## config.mk

```make
export PLATFORM = sky130hd
export DESIGN_NAME = mem_arbiter
export DESIGN_NICKNAME = d
export VERILOG_FILES = /design/src/rtl/mem_arbiter.sv
export SDC_FILE = /design/constraint.sdc
export NUM_CORES = 1
export LEC_CHECK = 0
export ABC_AREA = 1
export BUFFER_PORTS_ARGS = -buffer_cell sky130_fd_sc_hd__buf_4
export CAP_MARGIN = 20
export CORE_MARGIN = 2
export CORE_UTILIZATION = 40
export CTS_CLUSTER_SIZE = 25
export DETAILED_ROUTE_END_ITERATION = 8
export PLACE_DENSITY = 0.8
export SLEW_MARGIN = 5
export SYNTH_ARGS = -nofsm -noshare
export SYNTH_HDL_FRONTEND = slang
export SYNTH_SLANG_ARGS = --single-unit
```

## constraint.sdc

```tcl
create_clock -name clk -period 1.2 [get_ports clk]
set_input_delay 0.24 -clock clk [delete_from_list [all_inputs] [get_ports clk]]
set_output_delay 0.24 -clock clk [all_outputs]
set_load 0.02 [all_outputs]
```

## src/rtl/mem_arbiter.sv

```systemverilog
// Two-port round-robin memory arbiter and bus sequencer (IDLE -> ACCESS -> DONE).
// Memory strobes, address and write data are driven from registers; access timeout is optional.
module mem_arbiter #(
    parameter int ADDR_W  = 32,
    parameter int DATA_W  = 32,
    parameter int TIMEOUT = 16
) (
    input  logic              clk,
    input  logic              rst_n,
    input  logic              req0,
    input  logic              req1,
    input  logic              we0,
    input  logic              we1,
    input  logic [ADDR_W-1:0] addr0,
    input  logic [ADDR_W-1:0] addr1,
    input  logic [DATA_W-1:0] wdata0,
    input  logic [DATA_W-1:0] wdata1,
    output logic              gnt0,
    output logic              gnt1,
    output logic              done0,
    output logic              done1,
    output logic              err0,
    output logic              err1,
    output logic [DATA_W-1:0] rdata,
    output logic              mem_rd,
    output logic              mem_wr,
    output logic [ADDR_W-1:0] mem_addr,
    output logic [DATA_W-1:0] mem_wdata,
    input  logic [DATA_W-1:0] mem_rdata,
    input  logic              mem_ack
);

    localparam int CW = (TIMEOUT > 1) ? $clog2(TIMEOUT) : 1;
    localparam logic [CW-1:0] CNT_LAST = CW'(TIMEOUT - 1);

    typedef enum logic [1:0] {
        IDLE   = 2'd0,
        ACCESS = 2'd1,
        DONE   = 2'd2
    } state_t;

    state_t            state, state_n;
    logic              last, last_n;
    logic [CW-1:0]     cnt, cnt_n;
    logic              gnt0_n, gnt1_n;
    logic              done0_n, done1_n;
    logic              err0_n, err1_n;
    logic [DATA_W-1:0] rdata_n;
    logic              mem_rd_n, mem_wr_n;
    logic [ADDR_W-1:0] mem_addr_n;
    logic [DATA_W-1:0] mem_wdata_n;
    logic              win1;

    always_ff @(posedge clk or negedge rst_n) begin
        if (!rst_n) begin
            state     <= IDLE;
            last      <= 1'b1;
            cnt       <= '0;
            gnt0      <= 1'b0;
            gnt1      <= 1'b0;
            done0     <= 1'b0;
            done1     <= 1'b0;
            err0      <= 1'b0;
            err1      <= 1'b0;
            rdata     <= '0;
            mem_rd    <= 1'b0;
            mem_wr    <= 1'b0;
            mem_addr  <= '0;
            mem_wdata <= '0;
        end else begin
            state     <= state_n;
            last      <= last_n;
            cnt       <= cnt_n;
            gnt0      <= gnt0_n;
            gnt1      <= gnt1_n;
            done0     <= done0_n;
            done1     <= done1_n;
            err0      <= err0_n;
            err1      <= err1_n;
            rdata     <= rdata_n;
            mem_rd    <= mem_rd_n;
            mem_wr    <= mem_wr_n;
            mem_addr  <= mem_addr_n;
            mem_wdata <= mem_wdata_n;
        end
    end

    // Port 1 wins when alone, or when both request and port 0 won last time.
    assign win1 = req1 && (!req0 || !last);

    always_comb begin
        state_n     = state;
        last_n      = last;
        cnt_n       = cnt;
        gnt0_n      = gnt0;
        gnt1_n      = gnt1;
        done0_n     = 1'b0;
        done1_n     = 1'b0;
        err0_n      = 1'b0;
        err1_n      = 1'b0;
        rdata_n     = rdata;
        mem_rd_n    = mem_rd;
        mem_wr_n    = mem_wr;
        mem_addr_n  = mem_addr;
        mem_wdata_n = mem_wdata;

        unique case (state)
            IDLE: begin
                if (req0 || req1) begin
                    gnt0_n      = !win1;
                    gnt1_n      = win1;
                    last_n      = win1;
                    mem_addr_n  = win1 ? addr1 : addr0;
                    mem_wdata_n = win1 ? wdata1 : wdata0;
                    mem_wr_n    = win1 ? we1 : we0;
                    mem_rd_n    = win1 ? !we1 : !we0;
                    cnt_n       = '0;
                    state_n     = ACCESS;
                end
            end
            ACCESS: begin
                if (mem_ack) begin
                    if (mem_rd) begin
                        rdata_n = mem_rdata;
                    end
                    mem_rd_n = 1'b0;
                    mem_wr_n = 1'b0;
                    done0_n  = gnt0;
                    done1_n  = gnt1;
                    state_n  = DONE;
                end else if ((TIMEOUT != 0) && (cnt == CNT_LAST)) begin
                    mem_rd_n = 1'b0;
                    mem_wr_n = 1'b0;
                    err0_n   = gnt0;
                    err1_n   = gnt1;
                    state_n  = DONE;
                end else if (TIMEOUT != 0) begin
                    cnt_n = cnt + CW'(1);
                end
            end
            DONE: begin
                gnt0_n  = 1'b0;
                gnt1_n  = 1'b0;
                state_n = IDLE;
            end
            default: begin
                gnt0_n   = 1'b0;
                gnt1_n   = 1'b0;
                mem_rd_n = 1'b0;
                mem_wr_n = 1'b0;
                state_n  = IDLE;
            end
        endcase
    end

endmodule

```

* Word-level counts from Yosys, hierarchy flattened *
Cells that the tools add are included.

word-level totals
  register bits after elaboration = 111
  input bits = 167
  logic and storage cells = 72

cells by class
  add/subtract/negate cells = 1
  equality and inequality tests = 7
  mux-type cells = 32
  bitwise gates (word level) = 2
  reduce and logical (&&, ||, !) cells = 16

operator list
  cell                   count
  $mux W32               2
  $mux W1                18
  $mux W4                3
  $pmux W4 S2            1
  $mux W2                3
  $ne A2 B2 Y1 const B   3
  $pmux W1 S3            2
  $reduce_and A2 Y1      3
  $reduce_and A3 Y1      2
  $logic_not A1 Y1       5
  $add A4 B1 Y4 const B  1
  $eq A4 B4 Y1 const B   1
  $pmux W1 S2            2
  $pmux W2 S2            1
  $reduce_and A4 Y1      1
  $ne A3 B3 Y1 const B   1
  $eq A2 B1 Y1 const B   1
  $eq A2 B2 Y1 const B   1
  $logic_not A2 Y1       1
  $logic_or A1 B1 Y1     2
  $not A1 Y1             2
  $reduce_bool A2 Y1     1
  $logic_and A1 B1 Y1    1

* Logic depth before layout (Yosys ltp) *
  word-level depth = 6
  gate-level depth with buffers = 8
  gate-level depth less buffers = 7

* Least setup slack after synthesis *
OpenSTA, ideal clock, no wires.

  path type = register to register
  start point = register last
  end point = register mem_addr[10]
  library setup time = 0.068 ns
  data arrival time = 1.169 ns
  data required time = 1.132 ns
  setup slack = -0.037 ns
  stages on the path, launching flop included = 8
  cell sequence = dfstp_2 > nand2_1 > nand2_1 > inv_1 > nor2_8 > buf_6 > nand2_1 > nand3_1

on the way
  longest elaborated chain between the ends = 4

RTL lines
  element                 RTL line  source
  start, declared         43        logic last, last_n;
  start signal, assigned  72        last <= last_n;
  $logic_not A1 Y1        89        assign win1 = req1 && (!req0 || !last);
  $logic_or A1 B1 Y1      89
  $logic_and A1 B1 Y1     89
  $mux W32                113       mem_addr_n = win1 ? addr1 : addr0;
  end signal, assigned    83        mem_addr <= mem_addr_n;
  end, declared           27        output logic [ADDR_W-1:0] mem_addr,

Every way passes these cells.
A chain may end at the register's enable or synchronous reset.

* Worst setup path in the final report *
  start point = register last
  end point = register mem_addr[21]

Same word-level chain as after synthesis.

==> impl_results.md <==
* Hold worst-path end: mem_addr[13]
* R2R Path End: mem_addr[21]
* Placeable Area at 11520 sq um
* Post-Route WL at 14950 um
* Static leakage at 4.156 nW
* Vias in the first global route at 4763
* RSZ-0062 raised after global routing: yes
* Final Hold Fails at 0
* Cts bufs inserted at 9
* Ant diodes at 0
* Num rows at 39
* Post-synth EDFFs at 0
* Final slew viol count at 0
* Setup ws final at -0.1452 ns
* Area contributors post-synth: dfrtp_1, nand2_1, nand3_1, inv_1, o21ai_0
* Gpl congestion at 0.7926
* CTS tree: built
* Final setup viols at 102
* Sequential cell area at 2780 sq um
* Die H at 112.9 um
* VDD IR max at 1590 uV
* Final #Nets at 1013
* FILL cells at 958
* Die area at 12750 sq um
* Slew HR at 0.6978
* Synth Area in Compound Gates at 0.03719
* Required @ worst endpoint at 1.48 ns
* Share of synthesized registers carrying an async set or reset at 1.000
* CP Capture Type: flop
* Die width at 112.9 um
* Synth top cells by count: nand2_1, dfrtp_1, nand3_1
* Final period utilization at 1.121
* XOR/XNOR Fraction of Synth Area at 0.001846
* Largest family of logic cells by synthesized area: simple AND/OR/NAND/NOR gates
* Post-synth cell types at 20
* Synth Area in Adders at 0.002638
* P per Cell Area at 2556 nW/um^2
* Critical setup path kind: reg2reg
* DRT antenna net count at 0
* GRT Total Usage at 0.2308
* Warning count from the yosys run at 0
* Worst-skew pair later-pin latency at 0.35 ns
* Clock skew at 0.009300 ns
* Largest net degree at the start of global routing at 47
* First-pass GRT wire length at 23270 um
* Vias at 4816
* Worst-margin pin slew at 0.4533 ns
* Max-cap violations at 0
* Worst Setup Start Kind: flop
* Layout cells sized above 1 at 0.3953
* I/O Pins at 271
* Grt ovf at 0
* Root buf cell: clkbuf_16
* R2r setup slk at -0.15 ns
* Hold path cells at 3
* Mux cell area share after synthesis at 0
* Hold Crit Class: in2reg
* Critical hold path startpoint: addr0[13]
* Final hold slack at 0.09282 ns
* Failing checks: design-rule violations, negative setup slack
* PnR Total Power at 0.01944 W
* Most numerous cell in the Yosys netlist: nand2_1
* Netlist Area Pre-Place at 4743 sq um
* R2R depth at 7
* DPL Wire Length at 10350 um
* Footprint of the multi-input gates at 1658 sq um
* Sink Count at 111
* Count of input and output buffers at 270
* H-tree Lvls at 3
* Antenna violations before repair at 0
* Mapped Avg Cell Area at 8.485 sq um
* Vias per cell at 4.850
* Critical Path AT at 1.62 ns
* DRT iter0 DRCs at 308
* Synth Area in Simple Gates at 0.2954
* R2R Path Start: last
* Top_reg_cell synth: dfrtp_1
* Layout area overhead at 60.30%
* FF+latch count, synth at 111
* Max FO, Critical Path at 28
* DRC errors left at 19
* Final worst path period need at 1.345 ns
* Yosys top cell area share at 0.5803
* Initial Utilization at 0.4119
* Clock-pin slew on the worst setup and hold paths at 0.08 ns
* Pre-Repair DR Iteration Count at 8
* Max Clk Rate at 743.4 MHz
* Gate Count Post-Synth at 559
* WL/cell at 15.05 um
* Area leader, netlist: dfrtp_1
* Post-synthesis sequential area ratio at 0.5859
* Status: finished with violations
* Syn Nets at 727
* Clock tree buffer depth at 2
## final cells by class
class,instances,area share
Tap cell,143,0.02353
Sequential cell,111,0.3656
Clock inverter,3,0.006253
Multi-Input combinational cell,377,0.2180
Inverter,44,0.02205
Clock buffer,13,0.03686
Timing Repair Buffer,302,0.3276
## cells in the final DEF (no fill, tap or decap)
cell type	instances
o22ai_1	1
dlygate4sd3_1	1
buf_16	2
dfrtp_1	109
ha_1	1
nor2_8	1
clkinv_4	1
nand3_2	2
nand4_1	1
o21ai_0	16
inv_6	1
dfrtp_2	1
clkbuf_16	12
buf_12	10
bufinv_16	1
nor2_4	2
inv_1	42
dfstp_2	1
inv_4	1
xnor2_1	1
buf_4	285
nand3_1	69
nand3_4	2
nand2_2	7
nor3_1	2
inv_2	1
nor2_1	6
clkbuf_8	4
buf_6	1
o21ai_1	17
o21ai_2	1
nand2_1	248
## how the worst max path moves through the flow
stage	startpoint	endpoint	slack, ns
2_1_floorplan	state[1]	mem_addr[10]	0.003
3_3_place_gp	cnt[0]	cnt[2]	-0.18
3_5_place_dp	cnt[0]	cnt[3]	-0.14
4_1_cts	state[0]	mem_wdata[21]	-0.14
5_1_grt	state[0]	mem_wdata[23]	-0.22
6_report	last	mem_addr[21]	-0.15
## metal layers
layer / global-route usage / share of wire / vias to the layer above / wire length, um
met1: 0.2727 / 0.38 / 2247 / 5728
li1: - / - / 2316 / -
met5: 0 / 0 / - / 0
met2: 0.3976 / 0.50 / 221 / 7452
met4: 0.09512 / 0.028 / 0 / 412
met3: 0.06535 / 0.091 / 32 / 1354
## where the power goes
part,switching (W),internal (W)
clock network,0.00136,0.00186
logic,0.00542,0.00425
registers,0.00103,0.00551
## registers in the layout (all words and copies together), names as in the netlist, 2 cells and up
signal	count
state	2
rdata	32
mem_wdata	32
cnt	4
mem_addr	32
## per-stage QoR
step	area (sq um)	utilization	std cells	setup slack, ns	setup TNS [ns]
6_report	7604	0.6603	993	-0.1452	-9.881
5_1_grt	7604	0.6603	993	-0.2233	-18.51
4_1_cts	7496	0.6509	989	-0.1447	-9.594
3_5_place_dp	7067	0.6136	969	-0.1408	-7.673
3_3_place_gp	7067	0.6136	969	-0.1825	-5.889
2_1_floorplan	4760	-	559	0.002606	0
## critical path, stage by stage (launching register included)
cell     delay [ns]
dfstp_2        0.53
nand2_1        0.05
nand2_2        0.10
inv_4          0.06
nor2_8         0.17
buf_12         0.21
nand2_1        0.07
nand3_1        0.09
## what timing repair did
| item | CTS | global route |
|---|---|---|
| hold buffers | 1 | 0 |
| pin swaps | 4 | 1 |
| setup endpoints to repair | 106 | 107 |
| gates resized for setup | 10 | 18 |
| gates cloned | 2 | 3 |
| setup buffers | 1 | 1 |
| endpoints found under the hold margin | 110 | 0 |
## logic make-up after synthesis
logic type,after synthesis
AND/OR/NAND/NOR,340
flip-flops,111
buffers and inverters,71
AO/OA/AOI/OAI,35
XOR/XNOR,1
adder cells (fa/ha/maj),1
(Power assumes the default switching activity.)
